`src/rtl/id_ex_operand_stage_if.sv`:
```
// ID/EX operand stage bus: ID-side fields, MEM/WB forwarding sources,
// hazard controls and EX-side outputs, with master/slave views.
interface id_ex_operand_stage_if #(
  parameter int XLEN = 32,
  parameter int RAW  = 5
);
  logic            stall;
  logic            flush;
  logic            id_valid;
  logic [XLEN-1:0] id_pc;
  logic [XLEN-1:0] id_rs1_data;
  logic [XLEN-1:0] id_rs2_data;
  logic [XLEN-1:0] id_imm;
  logic [RAW-1:0]  id_rs1;
  logic [RAW-1:0]  id_rs2;
  logic [RAW-1:0]  id_rd;
  logic [2:0]      id_alu_sl;
  logic            id_a_src;
  logic            id_b_src;
  logic            id_reg_write;
  logic            id_mem_read;
  logic            id_mem_write;
  logic            mem_reg_write;
  logic [RAW-1:0]  mem_rd;
  logic [XLEN-1:0] mem_result;
  logic            wb_reg_write;
  logic [RAW-1:0]  wb_rd;
  logic [XLEN-1:0] wb_result;
  logic            ex_valid;
  logic [XLEN-1:0] alu_in1;
  logic [XLEN-1:0] alu_in2;
  logic [2:0]      alu_sl;
  logic [XLEN-1:0] ex_store_data;
  logic [XLEN-1:0] ex_pc;
  logic [XLEN-1:0] ex_imm;
  logic [RAW-1:0]  ex_rd;
  logic            ex_reg_write;
  logic            ex_mem_read;
  logic            ex_mem_write;
  logic            load_use_hazard;

  modport master (
    output stall, flush, id_valid, id_pc,
    output id_rs1_data, id_rs2_data, id_imm,
    output id_rs1, id_rs2, id_rd, id_alu_sl,
    output id_a_src, id_b_src, id_reg_write,
    output id_mem_read, id_mem_write,
    output mem_reg_write, mem_rd, mem_result,
    output wb_reg_write, wb_rd, wb_result,
    input  ex_valid, alu_in1, alu_in2, alu_sl,
    input  ex_store_data, ex_pc, ex_imm, ex_rd,
    input  ex_reg_write, ex_mem_read,
    input  ex_mem_write, load_use_hazard
  );

  modport slave (
    input  stall, flush, id_valid, id_pc,
    input  id_rs1_data, id_rs2_data, id_imm,
    input  id_rs1, id_rs2, id_rd, id_alu_sl,
    input  id_a_src, id_b_src, id_reg_write,
    input  id_mem_read, id_mem_write,
    input  mem_reg_write, mem_rd, mem_result,
    input  wb_reg_write, wb_rd, wb_result,
    output ex_valid, alu_in1, alu_in2, alu_sl,
    output ex_store_data, ex_pc, ex_imm, ex_rd,
    output ex_reg_write, ex_mem_read,
    output ex_mem_write, load_use_hazard
  );
endinterface

```
`src/rtl/id_ex_operand_stage.sv`:
```
// ID/EX pipeline register with MEM/WB operand forwarding and load-use detect.
// Ports: clk, rst (sync, active high), bus (slave view of the stage bus).
module id_ex_operand_stage #(
  parameter int XLEN = 32,
  parameter int RAW  = 5
) (
  input  logic                  clk,
  input  logic                  rst,
  id_ex_operand_stage_if.slave  bus
);
  typedef struct packed {
    logic            valid;
    logic [XLEN-1:0] pc;
    logic [XLEN-1:0] rs1_data;
    logic [XLEN-1:0] rs2_data;
    logic [XLEN-1:0] imm;
    logic [RAW-1:0]  rs1;
    logic [RAW-1:0]  rs2;
    logic [RAW-1:0]  rd;
    logic [2:0]      sl;
    logic            a_src;
    logic            b_src;
    logic            reg_write;
    logic            mem_read;
    logic            mem_write;
  } id_ex_t;

  id_ex_t          ex_q;
  id_ex_t          ex_d;
  logic [XLEN-1:0] fwd1;
  logic [XLEN-1:0] fwd2;

  // Side-effect controls gated by valid so bubbles never write.
  always_comb begin
    ex_d           = '0;
    ex_d.valid     = bus.id_valid;
    ex_d.pc        = bus.id_pc;
    ex_d.rs1_data  = bus.id_rs1_data;
    ex_d.rs2_data  = bus.id_rs2_data;
    ex_d.imm       = bus.id_imm;
    ex_d.rs1       = bus.id_rs1;
    ex_d.rs2       = bus.id_rs2;
    ex_d.rd        = bus.id_rd;
    ex_d.sl        = bus.id_alu_sl;
    ex_d.a_src     = bus.id_a_src;
    ex_d.b_src     = bus.id_b_src;
    ex_d.reg_write = bus.id_reg_write & bus.id_valid;
    ex_d.mem_read  = bus.id_mem_read & bus.id_valid;
    ex_d.mem_write = bus.id_mem_write & bus.id_valid;
  end

  always_ff @(posedge clk) begin
    if (rst) begin
      ex_q <= '0;
    end else if (bus.flush) begin
      ex_q <= '0;
    end else if (!bus.stall) begin
      ex_q <= ex_d;
    end
  end

  // MEM wins over WB; x0 is never forwarded.
  always_comb begin
    fwd1 = ex_q.rs1_data;
    if (bus.mem_reg_write && bus.mem_rd == ex_q.rs1
        && ex_q.rs1 != '0) begin
      fwd1 = bus.mem_result;
    end else if (bus.wb_reg_write && bus.wb_rd == ex_q.rs1
                 && ex_q.rs1 != '0) begin
      fwd1 = bus.wb_result;
    end
  end

  always_comb begin
    fwd2 = ex_q.rs2_data;
    if (bus.mem_reg_write && bus.mem_rd == ex_q.rs2
        && ex_q.rs2 != '0) begin
      fwd2 = bus.mem_result;
    end else if (bus.wb_reg_write && bus.wb_rd == ex_q.rs2
                 && ex_q.rs2 != '0) begin
      fwd2 = bus.wb_result;
    end
  end

  assign bus.ex_valid      = ex_q.valid;
  assign bus.alu_in1       = ex_q.a_src ? ex_q.pc : fwd1;
  assign bus.alu_in2       = ex_q.b_src ? ex_q.imm : fwd2;
  assign bus.alu_sl        = ex_q.sl;
  assign bus.ex_store_data = fwd2;
  assign bus.ex_pc         = ex_q.pc;
  assign bus.ex_imm        = ex_q.imm;
  assign bus.ex_rd         = ex_q.rd;
  assign bus.ex_reg_write  = ex_q.reg_write;
  assign bus.ex_mem_read   = ex_q.mem_read;
  assign bus.ex_mem_write  = ex_q.mem_write;

  assign bus.load_use_hazard = ex_q.valid & ex_q.mem_read
    & (ex_q.rd != '0) & bus.id_valid
    & ((ex_q.rd == bus.id_rs1) | (ex_q.rd == bus.id_rs2));
endmodule

```
`src/flat_wrapper.sv`:
```
// flat-port wrapper written by rule: the top's interface ports become plain ports
module id_ex_operand_stage_flat 
#(
  parameter int XLEN = 32,
  parameter int RAW  = 5
)
  (clk, rst, bus_stall, bus_flush, bus_id_valid, bus_id_pc, bus_id_rs1_data, bus_id_rs2_data, bus_id_imm, bus_id_rs1, bus_id_rs2, bus_id_rd, bus_id_alu_sl, bus_id_a_src, bus_id_b_src, bus_id_reg_write, bus_id_mem_read, bus_id_mem_write, bus_mem_reg_write, bus_mem_rd, bus_mem_result, bus_wb_reg_write, bus_wb_rd, bus_wb_result, bus_ex_valid, bus_alu_in1, bus_alu_in2, bus_alu_sl, bus_ex_store_data, bus_ex_pc, bus_ex_imm, bus_ex_rd, bus_ex_reg_write, bus_ex_mem_read, bus_ex_mem_write, bus_load_use_hazard);
  id_ex_operand_stage_if #(.XLEN(XLEN), .RAW(RAW)) bus_i ();
  input  logic clk;
  input  logic rst;
  input wire logic [$bits(bus_i.stall)-1:0] bus_stall;
  input wire logic [$bits(bus_i.flush)-1:0] bus_flush;
  input wire logic [$bits(bus_i.id_valid)-1:0] bus_id_valid;
  input wire logic [$bits(bus_i.id_pc)-1:0] bus_id_pc;
  input wire logic [$bits(bus_i.id_rs1_data)-1:0] bus_id_rs1_data;
  input wire logic [$bits(bus_i.id_rs2_data)-1:0] bus_id_rs2_data;
  input wire logic [$bits(bus_i.id_imm)-1:0] bus_id_imm;
  input wire logic [$bits(bus_i.id_rs1)-1:0] bus_id_rs1;
  input wire logic [$bits(bus_i.id_rs2)-1:0] bus_id_rs2;
  input wire logic [$bits(bus_i.id_rd)-1:0] bus_id_rd;
  input wire logic [$bits(bus_i.id_alu_sl)-1:0] bus_id_alu_sl;
  input wire logic [$bits(bus_i.id_a_src)-1:0] bus_id_a_src;
  input wire logic [$bits(bus_i.id_b_src)-1:0] bus_id_b_src;
  input wire logic [$bits(bus_i.id_reg_write)-1:0] bus_id_reg_write;
  input wire logic [$bits(bus_i.id_mem_read)-1:0] bus_id_mem_read;
  input wire logic [$bits(bus_i.id_mem_write)-1:0] bus_id_mem_write;
  input wire logic [$bits(bus_i.mem_reg_write)-1:0] bus_mem_reg_write;
  input wire logic [$bits(bus_i.mem_rd)-1:0] bus_mem_rd;
  input wire logic [$bits(bus_i.mem_result)-1:0] bus_mem_result;
  input wire logic [$bits(bus_i.wb_reg_write)-1:0] bus_wb_reg_write;
  input wire logic [$bits(bus_i.wb_rd)-1:0] bus_wb_rd;
  input wire logic [$bits(bus_i.wb_result)-1:0] bus_wb_result;
  output wire logic [$bits(bus_i.ex_valid)-1:0] bus_ex_valid;
  output wire logic [$bits(bus_i.alu_in1)-1:0] bus_alu_in1;
  output wire logic [$bits(bus_i.alu_in2)-1:0] bus_alu_in2;
  output wire logic [$bits(bus_i.alu_sl)-1:0] bus_alu_sl;
  output wire logic [$bits(bus_i.ex_store_data)-1:0] bus_ex_store_data;
  output wire logic [$bits(bus_i.ex_pc)-1:0] bus_ex_pc;
  output wire logic [$bits(bus_i.ex_imm)-1:0] bus_ex_imm;
  output wire logic [$bits(bus_i.ex_rd)-1:0] bus_ex_rd;
  output wire logic [$bits(bus_i.ex_reg_write)-1:0] bus_ex_reg_write;
  output wire logic [$bits(bus_i.ex_mem_read)-1:0] bus_ex_mem_read;
  output wire logic [$bits(bus_i.ex_mem_write)-1:0] bus_ex_mem_write;
  output wire logic [$bits(bus_i.load_use_hazard)-1:0] bus_load_use_hazard;
  assign bus_i.stall = bus_stall;
  assign bus_i.flush = bus_flush;
  assign bus_i.id_valid = bus_id_valid;
  assign bus_i.id_pc = bus_id_pc;
  assign bus_i.id_rs1_data = bus_id_rs1_data;
  assign bus_i.id_rs2_data = bus_id_rs2_data;
  assign bus_i.id_imm = bus_id_imm;
  assign bus_i.id_rs1 = bus_id_rs1;
  assign bus_i.id_rs2 = bus_id_rs2;
  assign bus_i.id_rd = bus_id_rd;
  assign bus_i.id_alu_sl = bus_id_alu_sl;
  assign bus_i.id_a_src = bus_id_a_src;
  assign bus_i.id_b_src = bus_id_b_src;
  assign bus_i.id_reg_write = bus_id_reg_write;
  assign bus_i.id_mem_read = bus_id_mem_read;
  assign bus_i.id_mem_write = bus_id_mem_write;
  assign bus_i.mem_reg_write = bus_mem_reg_write;
  assign bus_i.mem_rd = bus_mem_rd;
  assign bus_i.mem_result = bus_mem_result;
  assign bus_i.wb_reg_write = bus_wb_reg_write;
  assign bus_i.wb_rd = bus_wb_rd;
  assign bus_i.wb_result = bus_wb_result;
  assign bus_ex_valid = bus_i.ex_valid;
  assign bus_alu_in1 = bus_i.alu_in1;
  assign bus_alu_in2 = bus_i.alu_in2;
  assign bus_alu_sl = bus_i.alu_sl;
  assign bus_ex_store_data = bus_i.ex_store_data;
  assign bus_ex_pc = bus_i.ex_pc;
  assign bus_ex_imm = bus_i.ex_imm;
  assign bus_ex_rd = bus_i.ex_rd;
  assign bus_ex_reg_write = bus_i.ex_reg_write;
  assign bus_ex_mem_read = bus_i.ex_mem_read;
  assign bus_ex_mem_write = bus_i.ex_mem_write;
  assign bus_load_use_hazard = bus_i.load_use_hazard;
  id_ex_operand_stage #(.XLEN(XLEN), .RAW(RAW)) u_core (.clk(clk), .rst(rst), .bus(bus_i));
endmodule
```
`config.mk`:
```
export PLATFORM = sky130hd
export DESIGN_NAME = id_ex_operand_stage_flat
export DESIGN_NICKNAME = d
export VERILOG_FILES = /design/src/rtl/id_ex_operand_stage_if.sv /design/src/rtl/id_ex_operand_stage.sv /design/src/flat_wrapper.sv
export SDC_FILE = /design/constraint.sdc
export NUM_CORES = 1
export LEC_CHECK = 0
export BUFFER_PORTS_ARGS = -buffer_cell sky130_fd_sc_hd__buf_2
export CORE_AREA = 2 2 157 159
export CTS_CLUSTER_DIAMETER = 100
export CTS_CLUSTER_SIZE = 28
export DETAILED_ROUTE_END_ITERATION = 8
export DIE_AREA = 0 0 159 161
export SLEW_MARGIN = 40
export SYNTH_ARGS = -nofsm -noshare
export SYNTH_HDL_FRONTEND = slang
export SYNTH_SLANG_ARGS = --single-unit
export TNS_END_PERCENT = 5
```
`constraint.sdc`:
```
create_clock -name clk -period 2.69 [get_ports clk]
set_input_delay 0.269 -clock clk [delete_from_list [all_inputs] [get_ports clk]]
set_output_delay 0.269 -clock clk [all_outputs]
set_load 0.01 [all_outputs]
```
== Word level (Yosys, flattened, before mapping) ==
Index checks and enable logic that the tools add are counted.

* Equal/unequal tests: 6
* Muxes and demuxes: 6
* Bitwise gates (word level): 8
* Reduce and logical (&&, ||, !) cells: 12

{| class="wikitable"
|+ Operators by type and width
! cell !! number
|-
| 32-bit two-way mux || 6
|-
| 5-bit == test || 6
|-
| 5-bit nonzero test || 3
|-
| 1-bit logical AND || 8
|-
| 1-bit bitwise AND || 7
|-
| 2-bit OR reduction || 1
|-
| 1-bit bitwise OR || 1
|}

* Bits in registers: 152
* Input bits: 232
* Output and inout bits: 173
* Word-level logic and storage cells: 46

== Logic depth before layout (Yosys ltp) ==
Gate-level depths: netlist of the first run.

* Word-level depth: 6
* Mapped depth: 7
* Depth with buffers taken out: 5

== Least setup slack after synthesis of the first run ==
OpenSTA, ideal clock, no wires.

* Kind: register to output
* Start point: reg u_core.ex_q[17] (netlist bit)
* End point: out bus_alu_in2[10]
* Arrival time: 1.811 ns
* Data required time: 2.421 ns
* Path slack: 0.610 ns
* Cell stages (with the launch flop): 8
* Path buffers: 2
* Path through: dfxtp_1 nor4_1 nor3_1 o2111a_1 buf_2 buf_4 mux2i_1 a221oi_1

* Word-level cells in the longest chain between the ends: 6
* Elaborated cells on any way between the ends: 10
* Classes of those cells: eq/ne: 2; mux: 3; reduce/logical: 5

{| class="wikitable"
|+ Ends and longest elaborated chain
! element !! RTL line !! text
|-
| start: declaration || id_ex_operand_stage.sv:28 || <nowiki>id_ex_t ex_q;</nowiki>
|-
| start signal: assignment || id_ex_operand_stage.sv:54 || <nowiki>ex_q <= '0;</nowiki>
|-
| start signal: assignment || id_ex_operand_stage.sv:56 || <nowiki>ex_q <= '0;</nowiki>
|-
| start signal: assignment || id_ex_operand_stage.sv:58 || <nowiki>ex_q <= ex_d;</nowiki>
|-
| 5-bit == test || id_ex_operand_stage.sv:79 || <nowiki>end else if (bus.wb_reg_write && bus.wb_rd == ex_q.rs2</nowiki>
|-
| 1-bit logical AND || id_ex_operand_stage.sv:79 ||
|-
| 1-bit logical AND || id_ex_operand_stage.sv:80 || <nowiki>&& ex_q.rs2 != '0) begin</nowiki>
|-
| 32-bit two-way mux || id_ex_operand_stage.sv:79 ||
|-
| 32-bit two-way mux (*) || id_ex_operand_stage.sv:76 || <nowiki>if (bus.mem_reg_write && bus.mem_rd == ex_q.rs2</nowiki>
|-
| 32-bit two-way mux (*) || id_ex_operand_stage.sv:87 || <nowiki>assign bus.alu_in2 = ex_q.b_src ? ex_q.imm : fwd2;</nowiki>
|-
| end: declaration || flat_wrapper.sv:35 || <nowiki>output wire logic [$bits(bus_i.alu_in2)-1:0] bus_alu_in2;</nowiki>
|}

Every way passes the cells marked *; elsewhere a longest branch is shown, timed or not.

== Worst setup path after layout of the first run ==
* Start point: reg u_core.ex_q[18] (netlist bit)
* End point: out bus_alu_in1[22]

* Word-level cells in the longest chain between the ends: 6
* Elaborated cells on any way between the ends: 10
* Classes of those cells: eq/ne: 2; mux: 3; reduce/logical: 5

{| class="wikitable"
|+ Ends and longest elaborated chain
! element !! RTL line !! text
|-
| 5-bit == test || id_ex_operand_stage.sv:68 || <nowiki>end else if (bus.wb_reg_write && bus.wb_rd == ex_q.rs1</nowiki>
|-
| 1-bit logical AND || id_ex_operand_stage.sv:68 ||
|-
| 1-bit logical AND || id_ex_operand_stage.sv:69 || <nowiki>&& ex_q.rs1 != '0) begin</nowiki>
|-
| 32-bit two-way mux || id_ex_operand_stage.sv:68 ||
|-
| 32-bit two-way mux (*) || id_ex_operand_stage.sv:65 || <nowiki>if (bus.mem_reg_write && bus.mem_rd == ex_q.rs1</nowiki>
|-
| 32-bit two-way mux (*) || id_ex_operand_stage.sv:86 || <nowiki>assign bus.alu_in1 = ex_q.a_src ? ex_q.pc : fwd1;</nowiki>
|-
| end: declaration || flat_wrapper.sv:34 || <nowiki>output wire logic [$bits(bus_i.alu_in1)-1:0] bus_alu_in1;</nowiki>
|}

Marked as above.

==> flow_metrics.tcl, run 1 <==
set metrics [dict create \
    antenna_found_initial 6 \
    synth_area_leaders "dfxtp_1 36%, mux2i_1 25%, nor2_1 8.2%" \
    fin_crit_sh 1.07 \
    crit_required_ns 2.42 \
    slew_headroom 0.438 \
    violations "negative setup slack" \
    initial_core_util 0.353 \
    pin_count 405 \
    cts_tree "yes" \
    port-buffer-count 404 \
    r2r-end "u_core.ex_q[3]" \
    clock_skew_ns 0 \
    ys_ff_latch 152 \
    synth_top_area_frac 0.360 \
    register_area_um2 3060 \
    grt_setup_unrepaired "true" \
    fin_nets 1536 \
    ys.flop_type "dfxtp_1" \
    layout_setup_ws_ns -0.177 \
    routed_wl_mm 30.2 \
    crit_arrival_ns 2.60 \
    yosys.area.top_type "dfxtp_1" \
    clock-root-buffer "clkbuf_16" \
    drc 0 \
    synth_warnings 0 \
    grt_pass1_vias 7898 \
    drive_above_1_share 0.389 \
    dp.cells 1592 \
    cts_sinks 152 \
    peakVddDrop_mv 0.302 \
    synth_cell_types 31 \
    power_mw 5.76 \
    startpoint_type "flop" \
    synth_most_common_cell "mux2i_1" \
    crit_type "reg -> out" \
    tightest_slew_ns 0.843 \
    cts_buffers 17 \
    setup_viol 32 \
    first_iter_violations 707 \
    endpoint_kind "output pin" \
    cp_max_fo 6 \
    postRouteAntennaNets 0 \
    final_hold_viol_count 0 \
    clock_latency_ns 0.42 \
    syn_inst 977 \
    grt_usage 0.227 \
    final.setup.tns_ns -2.58 \
    p_per_area_nw_per_um2 507 \
    cp-endpoint "bus_alu_in1[22]" \
    area_delta_synth_final_pct 34.2 \
    min_path_type "in -> reg" \
    ys_seq_area_frac 0.360 \
    maxSlewViolCount 0 \
    r2r_cells 3 \
    reg2reg_from "u_core.ex_q[3]" \
    min_period_ns 2.87 \
    core.rowCount 57 \
    dp_hpwl_mm 21.9 \
    syn_nets 1209 \
    cts_buffer_depth 2 \
    grt_pass1_wl_mm 45.2 \
    synth_commonest_cells "212 x mux2i_1, 185 x nor2_1, 152 x dfxtp_1, 96 x inv_1, 75 x buf_4" \
    cp-startpoint "u_core.ex_q[18]" \
    h-tree-depth 4 \
    synth_area_um2 8460 \
    fin_cells 1646 \
    viasPerCell 4.97 \
    n_fill_cell 2402 \
    synth_area_per_cell_um2 8.66 \
    grt_overflow 0 \
    holdBufCountCts 0 \
    async_flop_share 0 \
    drt_pass1_iterations 7 \
    num_vias 8173 \
    die_y_um 161 \
    gp_congestion 0.900 \
    clk_pin_slew_ns 0.07 \
    synth-edff-count 0 \
    die_x_um 159 \
    status "complete, but fails checks" \
    hold_depth 3 \
    multi_input_area_um2 4310 \
    dieArea_um2 25600 \
    grt_max_degree 153 \
    drv_cap 0 \
    wl_per_cell_um 18.3 \
    power.leakage_nw 5.73 \
    rrSetupSlack_ns 1.17 \
    fmax_mhz 349 \
    core_area_um2 24000 \
]
==> where the power goes <==
part | internal [mW] | switching (mW) | total [mW]
clock | 1.35 | 1.10 | 2.45
combinational | 0.442 | 0.480 | 0.922
sequential | 2.32 | 0.0630 | 2.39
total | 4.11 | 1.64 | 5.76
==> worst min-delay path by stage <==
stage,startpoint,end,slack [ns]
3_5_place_dp,u_core.bus.alu_sl[1],u_core.bus.alu_sl[1],0.48
5_1_grt,bus_id_pc[7],u_core.bus.ex_pc[7],0.06
6_report,bus_id_alu_sl[0],u_core.bus.alu_sl[0],0.07
2_1_floorplan,bus_id_alu_sl[0],u_core.bus.alu_sl[0],0.41
3_3_place_gp,u_core.bus.alu_sl[0],u_core.bus.alu_sl[0],0.47
4_1_cts,bus_id_rs1_data[14],u_core.ex_q[101],0.05
==> metal layers <==
metal | wire length, um | vias up | global-route usage | share of wire
met5 | 13 | - | 0 | 0.00043
met4 | 697 | 2 | 0.0888 | 0.023
met3 | 1760 | 45 | 0.0398 | 0.058
met2 | 14800 | 334 | 0.390 | 0.49
met1 | 12900 | 3859 | 0.283 | 0.43
li1 | - | 3933 | - | -
==> placed cells by master, fill, tap and decap left out, types with 5 or more instances in the layout <==
cell	n
buf_2	403
mux2i_1	210
nor2_1	184
dfxtp_1	144
inv_1	96
a21oi_1	34
nor3_1	33
a222oi_1	32
buf_4	30
a221oi_1	28
clkbuf_16	18
xor2_1	14
xnor2_1	14
buf_12	9
dfxtp_2	7
diode_2	5
inv_8	5
==> cells by family (layout without fill, tap and decap cells) <==
family                    count (synthesis)  in the layout  share of synthesized area
other                                     0              5                          0
DFF                                     152            152                      0.360
AOI/OAI and AO/OA                       104            104                     0.0967
and+or+nand+nor                         241            241                      0.119
muxes                                   212            212                      0.251
buffers and inverters                   240            580                      0.145
xor gates and xnor gates                 28             28                     0.0290
==> through the flow <==
| step | instance area, um^2 | setup slack [ns] | hold slack, ns | util |
|---|---|---|---|---|
| after global routing | 11400 | -0.254 | 0.0552 | 0.474 |
| after detailed placement | 10500 | 0.0426 | 0.479 | 0.437 |
| final | 11400 | -0.177 | 0.0704 | 0.474 |
| after global placement | 10400 | -0.0953 | 0.472 | 0.433 |
| after floorplan | 8460 | 0.610 | 0.413 | - |
| after CTS | 11200 | -0.199 | 0.0548 | 0.467 |
==> registers in the layout, indices dropped and copies added (netlist names) <==
name	flops
u_core.bus.ex_imm	32
u_core.bus.ex_pc	32
u_core.bus.ex_reg_write	1
u_core.bus.ex_mem_write	1
u_core.bus.ex_rd	5
u_core.bus.alu_sl	3
u_core.bus.ex_mem_read	1
u_core.bus.ex_valid	1
u_core.ex_q	76
==> timing repair <==
| action | in CTS | in global routing |
|---|---|---|
| resized for setup | 10 | 17 |
| pin swaps | 18 | 11 |
| setup endpoints to repair | 62 | 79 |
| cloned | 1 | 0 |
| setup buffers | 5 | 11 |
==> worst max-delay path, stage by stage, from the launching register on <==
cell	delay, ns
dfxtp_4	0.35
or4_4	0.54
nor2_4	0.16
nor4_4	0.07
nor2b_4	0.17
buf_12	0.18
a222oi_1	0.48
buf_2	0.23
==> area by class of cell <==
type,instances,area share
diodes,5,0.00110
flip-flops and latches,152,0.269
well taps,324,0.0357
multi-input cells,585,0.379
clock buffers,18,0.0387
clock inverters,14,0.0137
repair buffers,452,0.231
inverters,96,0.0317
No activity file was read; power rests on OpenSTA's default activity.
==> inputs of run 2 (changes only) <==
- CORE_AREA: 2 2 157 159 -> 2 2 159 161
- DIE_AREA: 0 0 159 161 -> 0 0 161 163
- clock period: 2.69 -> 3.1 ns (I/O delays scaled with it)
==> flow_metrics.tcl, run 2 (synthesized netlist as in run 1, its figures left out) <==
set metrics [dict create \
    status "finished, final reports clean" \
    crit_chain "nor4_1, o21ai_1, nand4_1, nor2b_4, buf_16, a221oi_1, buf_2" \
    dp_hpwl_mm 21.1 \
    core_area_um2 24700 \
    comb_power_share 0.153 \
    critical-path-max-stage-delay_ns 0.60 \
    min_from "bus_id_pc[26]" \
    min_path_type "in -> reg" \
    largest_register_ffs 76 \
    seqPwrFrac 0.420 \
    die_y_um 163 \
    grt_max_degree 153 \
    power.switching_mw 1.36 \
    multi_input_area_um2 4220 \
    rrSetupSlack_ns 1.47 \
    power.leakage_nw 5.49 \
    area_delta_synth_final_pct 28.8 \
    crit_required_ns 2.79 \
    cts_tree "yes" \
    peakVddDrop_mv 0.288 \
    most-common-layout-cells "403 x buf_2, 212 x mux2i_1, 184 x nor2_1" \
    p_per_area_nw_per_um2 454 \
    grt_usage 0.207 \
    h-tree-depth 4 \
    endpoint_kind "output pin" \
    postRouteAntennaNets 0 \
    critPathBufInv 2 \
    gp_congestion 0.928 \
    crit_arrival_ns 2.64 \
    num_vias 8025 \
    min_period_ns 2.95 \
    layout_commonest_cell "buf_2" \
    cp_top_family "simple AND/OR/NAND/NOR gates" \
    p_int_mw 3.59 \
    final_core_util 0.442 \
    swShare 0.275 \
    port-buffer-count 404 \
    r2r_cells 3 \
    cts_sinks 152 \
    cts_buffers 17 \
    antenna_found_initial 1 \
    grt_pass1_vias 7584 \
    clock_skew_ns 0 \
    largest_register "u_core.ex_q" \
    hold_depth 3 \
    first_iter_violations 601 \
    wl_per_cell_um 17.7 \
    worstHoldEndpoint "u_core.bus.ex_pc[26]" \
    pin_count 405 \
    tightest_slew_ns 0.801 \
    grt_overflow 0 \
    startpoint_type "flop" \
    cts_setup_buffers 0 \
    clock_latency_ns 0.42 \
    clock-root-buffer "clkbuf_16" \
    routed_wl_mm 28.6 \
    crit_path_top_delay_cell "nor2b_4" \
    register_area_um2 3050 \
    die_x_um 161 \
    fmax_mhz 339 \
    fin_crit_sh 0.952 \
    grt_pass1_wl_mm 42.4 \
    drive_above_1_share 0.358 \
    drc 0 \
    reg2reg_from "u_core.ex_q[3]" \
    maxSlewViolCount 0 \
    power_mw 4.94 \
    clkPwrFrac 0.427 \
    fin_nets 1503 \
    viasPerCell 4.97 \
    cts_buffer_depth 2 \
    crit_type "reg -> out" \
    setup_viol 0 \
    cp_max_fo 17 \
    drv_cap 0 \
    r2r-end "u_core.ex_q[3]" \
    grt_setup_unrepaired "true" \
    clk_pin_slew_ns 0.07 \
    final_hold_viol_count 0 \
    initial_core_util 0.343 \
    drt_pass1_iterations 8 \
    slew_headroom 0.466 \
    dieArea_um2 26200 \
    core.rowCount 58 \
    n_fill_cell 2552 \
]
==> run 2: cell types whose count changed in the layout (fill, tap and decap cells not counted), moves of 3 or more <==
cell | previous run | this run
a221oi_1 | 28 | 31
dfxtp_2 | 7 | 2
nor3_1 | 33 | 37
inv_6 | 3 | 6
buf_12 | 9 | 6
inv_8 | 5 | 1
dfxtp_1 | 144 | 150
a221oi_2 | 4 | 1
buf_4 | 30 | 5
nor3_2 | 4 | 0
diode_2 | 5 | 1
==> run 2: worst max path at each step <==
stage	startpoint	cells after the start	endpoint	slack (ns)
global placement	bus_wb_rd[3]	8	bus_alu_in1[12]	0.22
floorplan	u_core.ex_q[17]	7	bus_alu_in2[10]	0.98
detailed placement	bus_wb_rd[4]	8	bus_alu_in2[30]	0.51
finish	u_core.ex_q[13]	7	bus_alu_in2[23]	0.15
CTS	u_core.ex_q[13]	7	bus_alu_in2[30]	0.04
global route	u_core.ex_q[17]	7	bus_alu_in2[8]	-0.01
==> run 2: cell type report <==
| class | instances | share of cell area |
|---|---|---|
| Antenna cell | 1 | 0.000230 |
| Clock buffer | 18 | 0.0394 |
| Clock inverter | 14 | 0.0148 |
| Timing Repair Buffer | 419 | 0.208 |
| Tap cell | 330 | 0.0379 |
| Multi-Input combinational cell | 585 | 0.387 |
| Sequential cell | 152 | 0.279 |
| Inverter | 96 | 0.0331 |
==> run 2: power by group through the flow <==
stage | logic [mW] | registers, mW | clock network (mW)
floorplan | 0.446 | 2.09 | 0
global placement | 0.748 | 2.12 | 0
detailed placement | 0.758 | 2.12 | 0
CTS | 0.761 | 2.07 | 2.17
global route | 0.823 | 2.08 | 2.26
finish | 0.759 | 2.07 | 2.11
==> run 2: worst min-delay path, cell delays in order <==
cell	delay, ns
buf_2	0.07
mux2i_1	0.05
nor2_1	0.07
==> run 2: repair_timing <==
item | 4_1_cts | 5_1_grt
hold buffers | 0 | 0
gates resized for setup | 0 | 2
endpoints found under the setup margin | 0 | 5
==> run 2: routing by layer <==
| metal | global-route usage | part of all wire | wire length, um | vias up |
|---|---|---|---|---|
| met5 | 0 | 0 | 0 | - |
| met4 | 0.0694 | 0.026 | 739 | 0 |
| met3 | 0.0428 | 0.065 | 1860 | 48 |
| met2 | 0.361 | 0.49 | 13900 | 357 |
| met1 | 0.256 | 0.42 | 12100 | 3754 |
| li1 | - | - | - | 3866 |
==> run 2: stage by stage <==
stage          hold WS [ns]  worst slack (ns)  TNS, ns  cells  area (um^2)
6_report              0.116             0.148        0   1615        10900
4_1_cts              0.0974            0.0442        0   1614        10900
2_1_floorplan         0.454             0.979        0    977         8460
3_5_place_dp          0.484             0.511        0   1582        10300
3_3_place_gp          0.471             0.216        0   1579        10200
5_1_grt              0.0976           -0.0107  -0.0107   1615        10900
==> inputs of run 3 (changes only) <==
- PLACE_DENSITY_LB_ADDON: not set -> 0.12
- SKIP_CTS_REPAIR_TIMING: not set -> 1
==> flow_metrics.tcl, run 3 (synthesized netlist as in run 1, its figures left out) <==
set metrics [dict create \
    grt_setup_unrepaired "false" \
    die_x_um 161 \
    drc 0 \
    peakVddDrop_mv 0.212 \
    crit_required_ns 2.79 \
    min_path_type "in -> reg" \
    largest_register "u_core.ex_q" \
    drt_pass1_iterations 6 \
    routed_wl_mm 29.8 \
    crit_top_cell "buf_4" \
    cp_max_fo 10 \
    crit_type "reg -> out" \
    critical-path-max-stage-delay_ns 0.55 \
    clock_skew_ns 0 \
    crit_path_top_delay_cell "or4_1" \
    gp_congestion 0.848 \
    clock-root-buffer "clkbuf_16" \
    endpoint_kind "output pin" \
    grt_usage 0.220 \
    maxSlewViolCount 0 \
    dieArea_um2 26200 \
    viasPerCell 4.89 \
    wl_per_cell_um 18.4 \
    startpoint_type "flop" \
    pin_count 405 \
    dp_hpwl_mm 22.1 \
    drive_above_1_share 0.360 \
    cts_sinks 152 \
    min_period_ns 2.96 \
    grt_pass1_vias 7502 \
    num_vias 7916 \
    fin_crit_sh 0.954 \
    drv_cap 0 \
    h-tree-depth 4 \
    core.rowCount 58 \
    die_y_um 163 \
    most-common-layout-cells "403 x buf_2, 212 x mux2i_1, 184 x nor2_1" \
    port-buffer-count 404 \
    grt_max_degree 97 \
    grt_overflow 0 \
    clock_latency_ns 0.42 \
    final.setup.tns_ns 0 \
    final_hold_viol_count 0 \
    antenna_found_initial 3 \
    power_mw 4.89 \
    initial_core_util 0.343 \
    area_delta_synth_final_pct 28.4 \
    cts_buffers 17 \
    grt_pass1_wl_mm 44.3 \
    first_iter_violations 535 \
    fmax_mhz 338 \
    crit_chain "or4_1, nor2_2, nor4_1, buf_4, nor2b_4, buf_4, a222oi_1, buf_2" \
    clk_pin_slew_ns 0.07 \
    setup_viol 0 \
    timing.hold.ws_ns 0.106 \
    largest_register_ffs 76 \
    crit_arrival_ns 2.65 \
    slew_headroom 0.503 \
    core_area_um2 24700 \
    status "finished, final reports clean" \
    power.leakage_nw 5.47 \
    layout_commonest_cell "buf_2" \
    postRouteAntennaNets 0 \
    n_fill_cell 2578 \
    cts_tree "yes" \
    fin_nets 1506 \
    cts_buffer_depth 2 \
    p_per_area_nw_per_um2 450 \
    tightest_slew_ns 0.745 \
]
[run 3: cell types whose count changed in the layout (fill, tap and decap cells not counted), sizes merged]
cell,before,now
diode,1,2
bufinv,2,1
clkinvlp,2,6
buf,417,421
clkbuf,20,21
clkinv,3,1
inv,103,100
[run 3: cell type report]
class                   count  area [um^2]  area share
clock inverters            12          115      0.0106
repair buffers            422         2250       0.207
flip-flops and latches    152         3050       0.280
inverters                  96          360      0.0332
well taps                 330          413      0.0380
clock buffers              20          457      0.0420
diodes                      2         5.00    0.000461
multi-input cells         585         4220       0.389
[run 3: final timing paths]
| kind | startpoint | endpoint | slack [ns] | cells past startpoint |
|---|---|---|---|---|
| setup / recovery | u_core.ex_q[18] | bus_alu_in1[21] | 0.14 | 8 |
| hold / removal | bus_id_rs1_data[1] | u_core.ex_q[88] | 0.11 | 3 |
| setup reg to reg | u_core.ex_q[4] | u_core.ex_q[4] | 1.71 | 3 |
| hold reg to reg | u_core.ex_q[74] | u_core.ex_q[74] | 0.49 | 2 |
[run 3: metal layers]
metal,track usage,up-vias,part of all wire
li1,-,3875,-
met1,0.263,3658,0.41
met2,0.386,339,0.49
met3,0.0540,40,0.074
met4,0.0775,4,0.021
met5,0,-,0.0011
[run 3: report_power, final]
| group | switching (mW) | internal [mW] | leakage, nW |
|---|---|---|---|
| combinational | 0.403 | 0.358 | 3.97 |
| clock | 0.906 | 1.16 | 0.262 |
| sequential | 0.0525 | 2.02 | 1.24 |
| total | 1.36 | 3.53 | 5.47 |
[run 3: per-stage QoR]
stage	instance area [um^2]	instances	setup slack (ns)	utilization
finish	10900	1619	0.144	0.440
global route	10900	1618	0.000191	0.440
CTS	10800	1617	0.0128	0.439
detailed placement	10300	1585	0.494	0.416
global placement	10200	1584	0.503	0.415
floorplan	8460	977	0.979	-
[run 3: critical path: cells and delay by family, from the launching register on]
kind	cells	cell delay (ns)
flops	1	0.35
buf+inv	3	0.57
compound gates	1	0.39
simple gates	4	0.91
